## src/rtl/x9dn_voter_seq.sv

```systemverilog
// Two-stage replicated-vote classifier with a run-length persistence filter.
// S1 captures the vote sample; S2 classifies it and holds the registered decision.
module x9dn_voter_seq #(
    parameter int CH   = 6,
    parameter int HOLD = 3,
    parameter int CW   = 4
) (
    input  logic          clk,
    input  logic          rst,
    input  logic          in_valid,
    output logic          in_ready,
    input  logic [CH-1:0] in_vote,
    input  logic [1:0]    in_mode,
    output logic          out_valid,
    input  logic          out_ready,
    output logic [1:0]    out_dec,
    output logic [CW-1:0] out_cnt,
    output logic          out_tie
);

    localparam int PW = $clog2(CH + 1);
    localparam logic [PW-1:0] LP_CH   = PW'(CH);
    localparam logic [PW:0]   LP_CH2  = (PW + 1)'(CH);
    localparam logic [CW-1:0] LP_HOLD = CW'(HOLD);

    localparam logic [1:0] C_NONE = 2'b00;
    localparam logic [1:0] C_HIGH = 2'b01;
    localparam logic [1:0] C_LOW  = 2'b10;
    localparam logic [1:0] C_CONF = 2'b11;

    // Handshake: a transfer happens on a rising edge where valid & ready are both
    // high and rst is low; a producer holds its payload stable while valid & ~ready.
    logic          r_s1_valid;
    logic [CH-1:0] r_s1_vote;
    logic [1:0]    r_s1_mode;

    logic          r_out_valid;
    logic [1:0]    r_out_dec;
    logic [CW-1:0] r_cnt;
    logic          r_out_tie;
    logic [1:0]    r_prev_class;
    logic [1:0]    r_prev_mode;

    logic          w_s2_free;
    logic          w_adv;
    logic          w_acc;
    logic [PW-1:0] w_pop;
    logic [PW:0]   w_pop2;
    logic [1:0]    w_class;
    logic          w_tie;
    logic          w_same;
    logic [CW-1:0] w_cnt_nxt;
    logic [1:0]    w_dec_nxt;

    assign w_s2_free = ~r_out_valid | out_ready;
    assign w_adv     = r_s1_valid & w_s2_free;
    assign in_ready  = ~rst & (~r_s1_valid | w_s2_free);
    assign w_acc     = in_valid & in_ready;

    always_ff @(posedge clk) begin
        if (rst) begin
            r_s1_valid <= 1'b0;
            r_s1_vote  <= '0;
            r_s1_mode  <= 2'b00;
        end else if (w_acc) begin
            r_s1_valid <= 1'b1;
            r_s1_vote  <= in_vote;
            r_s1_mode  <= in_mode;
        end else if (w_adv) begin
            r_s1_valid <= 1'b0;
        end
    end

    always_comb begin
        w_pop = '0;
        for (int i = 0; i < CH; i++) begin
            w_pop = w_pop + PW'(r_s1_vote[i]);
        end
    end

    assign w_pop2 = {w_pop, 1'b0};

    always_comb begin
        w_class = C_CONF;
        w_tie   = 1'b0;
        case (r_s1_mode)
            2'b01: begin
                if (w_pop2 > LP_CH2) begin
                    w_class = C_HIGH;
                end else if (w_pop2 < LP_CH2) begin
                    w_class = C_LOW;
                end else begin
                    w_class = C_CONF;
                    w_tie   = 1'b1;
                end
            end
            2'b10: begin
                w_class = (w_pop != '0) ? C_HIGH : C_LOW;
            end
            default: begin
                if (w_pop == LP_CH) begin
                    w_class = C_HIGH;
                end else if (w_pop == '0) begin
                    w_class = C_LOW;
                end else begin
                    w_class = C_CONF;
                end
            end
        endcase
    end

    // A zero counter marks "no run yet", so the first sample after reset always starts at 1.
    assign w_same = (w_class == r_prev_class) && (r_s1_mode == r_prev_mode) && (r_cnt != '0);

    always_comb begin
        w_cnt_nxt = CW'(1);
        if (w_same) begin
            w_cnt_nxt = (r_cnt == '1) ? r_cnt : r_cnt + 1'b1;
        end
        w_dec_nxt = (w_cnt_nxt >= LP_HOLD) ? w_class : C_NONE;
    end

    always_ff @(posedge clk) begin
        if (rst) begin
            r_out_valid  <= 1'b0;
            r_out_dec    <= C_NONE;
            r_cnt        <= '0;
            r_out_tie    <= 1'b0;
            r_prev_class <= C_NONE;
            r_prev_mode  <= 2'b00;
        end else if (w_adv) begin
            r_out_valid  <= 1'b1;
            r_out_dec    <= w_dec_nxt;
            r_cnt        <= w_cnt_nxt;
            r_out_tie    <= w_tie;
            r_prev_class <= w_class;
            r_prev_mode  <= r_s1_mode;
        end else if (out_ready) begin
            r_out_valid  <= 1'b0;
        end
    end

    assign out_valid = r_out_valid;
    assign out_dec   = r_out_dec;
    assign out_cnt   = r_cnt;
    assign out_tie   = r_out_tie;

endmodule

```

## config.mk

```make
export PLATFORM = sky130hd
export DESIGN_NAME = x9dn_voter_seq
export DESIGN_NICKNAME = d
export VERILOG_FILES = /design/src/rtl/x9dn_voter_seq.sv
export SDC_FILE = /design/constraint.sdc
export NUM_CORES = 1
export LEC_CHECK = 0
export ABC_AREA = 1
export BUFFER_PORTS_ARGS = -buffer_cell sky130_fd_sc_hd__buf_2
export CAP_MARGIN = 20
export CORE_MARGIN = 1.5
export CORE_UTILIZATION = 54
export DETAILED_ROUTE_END_ITERATION = 7
export PLACE_DENSITY = 0.77
export SLEW_MARGIN = 20
export SYNTH_ARGS = -nofsm -noshare
export SYNTH_HDL_FRONTEND = slang
export SYNTH_SLANG_ARGS = --single-unit
```

## constraint.sdc

```tcl
create_clock -name clk -period 3.4 [get_ports clk]
set_input_delay 0.51 -clock clk [delete_from_list [all_inputs] [get_ports clk]]
set_output_delay 0.51 -clock clk [all_outputs]
set_load 0.05 [all_outputs]
```

==> flow_summary.html <==
<table>
<tr><th>Metric</th><th>Value</th></tr>
<tr><th colspan="2">Status</th></tr>
<tr><td>Outcome</td><td>completed</td></tr>
<tr><th colspan="2">Drt</th></tr>
<tr><td>TritonRoute pass-1 iters</td><td>6</td></tr>
<tr><td>Routed length per instance</td><td>12.7 um</td></tr>
<tr><td>Number of DRC violations after detailed-routing iteration 0</td><td>43</td></tr>
<tr><td>Number of nets still failing antenna checks after routing</td><td>0</td></tr>
<tr><td>Number of remaining DRC errors</td><td>0</td></tr>
<tr><td>Post-Route WL</td><td>2760 um</td></tr>
<tr><td>Ratio of routed vias to standard cells</td><td>5.27</td></tr>
<tr><td>Number of vias in the routed layout</td><td>1148</td></tr>
<tr><th colspan="2">Floorplanning</th></tr>
<tr><td>Die boundary height</td><td>50.4 um</td></tr>
<tr><td>Num ports</td><td>21</td></tr>
<tr><td>Die area</td><td>2540 um^2</td></tr>
<tr><td>Area of the core</td><td>2040 um^2</td></tr>
<tr><td>Starting utilization of the core area</td><td>59.5%</td></tr>
<tr><td>Die Span X</td><td>50.4 um</td></tr>
<tr><td>Site Rows</td><td>16</td></tr>
<tr><th colspan="2">Timing</th></tr>
<tr><td>Max Freq</td><td>0.306 GHz</td></tr>
<tr><td>Worst hold slack</td><td>396 ps</td></tr>
<tr><td>Finish-stage setup viols</td><td>0</td></tr>
<tr><td>Final number of hold-violating endpoints</td><td>0</td></tr>
<tr><td>Final-report max-slew violation count</td><td>0</td></tr>
<tr><td>Actual slew at the worst max-slew pin</td><td>571 ps</td></tr>
<tr><td>Slew HR</td><td>61.9%</td></tr>
<tr><td>Final Worst Setup Slack</td><td>133 ps</td></tr>
<tr><td>Clk_skew</td><td>5.88 ps</td></tr>
<tr><td>Portion of the clock cycle consumed by the worst path in the final layout</td><td>96.1%</td></tr>
<tr><td>Final Critical Period</td><td>3270 ps</td></tr>
<tr><th colspan="2">Worst setup path</th></tr>
<tr><td>Type of destination of the critical path</td><td>flip-flop</td></tr>
<tr><td>Required time at the worst-slack endpoint</td><td>3610 ps</td></tr>
<tr><td>Startpoint of the lowest-slack register-to-register path</td><td>r_s1_vote[3]</td></tr>
<tr><td>Data arrival time of the critical path</td><td>3470 ps</td></tr>
<tr><td>Startpoint Class</td><td>flip-flop</td></tr>
<tr><td>Number of cell instances on the worst register-to-register path</td><td>17</td></tr>
<tr><td>End of the worst register-to-register path</td><td>out_cnt[0]</td></tr>
<tr><td>Category of the critical setup timing path</td><td>flip-flop to flip-flop</td></tr>
<tr><td>Critical-path maximum fanout</td><td>4</td></tr>
<tr><td>R2R Setup Slk</td><td>130 ps</td></tr>
<tr><th colspan="2">Power and ir drop</th></tr>
<tr><td>P per Cell Area</td><td>436 nW/um^2</td></tr>
<tr><td>Total power consumption of the routed design</td><td>0.607 mW</td></tr>
<tr><td>Maximum VDD drop</td><td>0.307 mV</td></tr>
<tr><td>Reported leakage power</td><td>0.673 nW</td></tr>
<tr><th colspan="2">Cells and area</th></tr>
<tr><td>Leading cell types in the layout, fill and taps excluded</td><td>nand2_1, inv_1, buf_2</td></tr>
<tr><td>Area Overhead vs Synth</td><td>14.7%</td></tr>
<tr><td>Count of filler cells inserted in the layout</td><td>196</td></tr>
<tr><td>Most common cell after layout, fill and taps aside</td><td>nand2_1</td></tr>
<tr><td>Number of nets in the finished design</td><td>212</td></tr>
<tr><td>Number of diodes</td><td>0</td></tr>
<tr><td>Fraction of final layout cells sized beyond drive strength 1</td><td>23.6%</td></tr>
<tr><td>Utilization after layout</td><td>68.3%</td></tr>
<tr><td>Finished Layout Cells</td><td>218</td></tr>
<tr><th colspan="2">Hold path</th></tr>
<tr><td>Worst min-delay path startpoint</td><td>in_vote[5]</td></tr>
<tr><td>Endpoint, Worst Hold</td><td>r_s1_vote[5]</td></tr>
<tr><td>Min-Delay Path Class</td><td>primary input to flip-flop</td></tr>
<tr><td>Number of cells on the worst hold path</td><td>3</td></tr>
<tr><th colspan="2">CTS</th></tr>
<tr><td>Number of instances resized during post-cts repair</td><td>0</td></tr>
<tr><td>CTS sink cnt</td><td>21</td></tr>
<tr><td>CTS clock-pin slew for the worst setup and hold paths</td><td>120 ps</td></tr>
<tr><td>Maximum count of clock buffers along a single path</td><td>2</td></tr>
<tr><td>Clock network latency to the later pin of the worst-skew pair</td><td>300 ps</td></tr>
<tr><td>Max H-tree Level</td><td>1</td></tr>
<tr><td>Clock buffer count from CTS</td><td>3</td></tr>
<tr><td>Root Driver</td><td>clkbuf_4</td></tr>
<tr><td>Clock tree from TritonCTS</td><td>yes</td></tr>
<tr><td>Count of hold buffers inserted by post-cts repair</td><td>0</td></tr>
<tr><td>Number of setup buffers added after CTS</td><td>0</td></tr>
<tr><th colspan="2">Synthesis</th></tr>
<tr><td>Post-synth EDFFs</td><td>0</td></tr>
<tr><td>Async S/R FF share, synth</td><td>0%</td></tr>
<tr><td>Number of unique standard cell types used by synthesis</td><td>27</td></tr>
<tr><td>Post-synthesis cell count</td><td>171</td></tr>
<tr><td>Flip-flop and latch count after synthesis</td><td>21</td></tr>
<tr><td>Synthesized net count</td><td>191</td></tr>
<tr><td>Top_reg_cell synth</td><td>dfxtp_1</td></tr>
<tr><td>Average cell area after synthesis</td><td>7.10 um^2</td></tr>
<tr><td>Sequential cell area fraction in the yosys report</td><td>34.6%</td></tr>
<tr><td>Synthesis warning total</td><td>0</td></tr>
<tr><td>Cell Area, Synth</td><td>1210 um^2</td></tr>
<tr><th colspan="2">Placed design</th></tr>
<tr><td>Port bufs</td><td>20</td></tr>
<tr><td>Half-perimeter wire length after placement</td><td>2010 um</td></tr>
<tr><td>Pre-CTS setup slack</td><td>186 ps</td></tr>
<tr><td>Routability cong.</td><td>0.815</td></tr>
<tr><td>Cell Count Post-Placement</td><td>214</td></tr>
<tr><th colspan="2">Global route</th></tr>
<tr><td>Vias in the first global route</td><td>1134</td></tr>
<tr><td>Number of antenna violations at the first check in global routing</td><td>0</td></tr>
<tr><td>Global routing usage summed across all routing layers</td><td>24.0%</td></tr>
<tr><td>Wire length of the first global-routing pass</td><td>4650 um</td></tr>
<tr><td>Pin count of the biggest net entering global routing</td><td>17</td></tr>
<tr><td>Global-route congestion overflow total</td><td>0</td></tr>
<tr><th colspan="2">Flow run</th></tr>
<tr><td>Maximum capacitance violations</td><td>0</td></tr>
</table>
[worst max path at each step]
stage	start	endpoint	slack, ps	cells past startpoint
floorplan	r_s1_vote[0]	out_cnt[0]	400	18
global placement	r_s1_vote[0]	out_cnt[0]	340	18
global route	r_s1_vote[3]	out_cnt[0]	-20	17
CTS	r_s1_vote[0]	out_cnt[0]	160	18
detailed placement	r_s1_vote[0]	out_cnt[0]	190	18
finish	r_s1_vote[3]	out_cnt[0]	130	17
[metrics by stage]
step	TNS (ps)	cell area [um^2]
floorplan	0	1210
global placement	0	1330
detailed placement	0	1330
CTS	0	1360
global route	-34.7	1390
finish	0	1390
[cells in the mapped netlist (all sizes together), types with 2 or more instances]
cell / count / area share, %
fa: 3 / 4.9
a21oi: 12 / 5.6
nand3: 7 / 2.9
ha: 5 / 5.1
buf: 2 / 0.82
inv: 28 / 8.7
nor2: 12 / 3.9
dfxtp: 21 / 35
xor2: 3 / 2.2
nand2: 49 / 16
o31ai: 4 / 2.5
clkbuf: 2 / 0.62
o21ai: 11 / 4.5
nand4: 4 / 2.1
[metal layers]
layer | vias to the layer above | global-route usage (%) | wire [um]
met5 | - | 0 | 0
met4 | 0 | 12.2 | 46
met3 | 6 | 4.76 | 214
met2 | 49 | 39.3 | 1300
met1 | 511 | 29.9 | 1200
li1 | 582 | - | -
[flip-flops by register name, indices dropped and copies added, names as in the netlist, 2 cells and up]
signal / cells
out_cnt: 4
r_prev_mode: 2
r_s1_mode: 2
r_prev_class: 2
r_s1_vote: 6
out_dec: 2
[worst max-delay path: stages, from the launching register on]
cell and delay (ps):
dfxtp_2 360, fa_1 540, inv_2 50, fa_1 440
inv_1 80, ha_2 160, inv_2 40, fa_2 610
inv_2 60, nand2_2 60, nand2_1 60, nand2_2 90
nand3b_4 90, nand2_4 70, nor3b_4 240, nand2_1 80
o211ai_1 80, inv_1 50
[layout make-up]
class | instances | area [um^2] | share of cell area, %
clock inverter | 1 | 5.00 | 0.359
multi-input combinational | 117 | 701 | 50.3
sequential | 21 | 423 | 30.3
inverter | 29 | 109 | 7.81
clock buffer | 3 | 22.5 | 1.62
tap | 27 | 33.8 | 2.42
timing repair buffer | 20 | 100 | 7.18
[cell families (layout without fill, tap and decap cells)]
logic type / Yosys count / count (layout) / synth area share, %
and+or+nand+nor: 76 / 76 / 28.2
DFF: 21 / 21 / 34.6
adders and majority gates: 8 / 8 / 10.1
buffers and inverters: 33 / 53 / 10.4
xor gates and xnor gates: 3 / 3 / 2.16
AOI/OAI and AO/OA: 30 / 30 / 14.5
[where the power goes]
part / leakage [nW] / internal, mW / switching [mW]
Combinational: 0.482 / 0.0763 / 0.134
Sequential: 0.173 / 0.262 / 0.0137
Clock: 0.0177 / 0.0438 / 0.0771
Total: 0.673 / 0.382 / 0.225
Power figures use the tool's default switching activity.
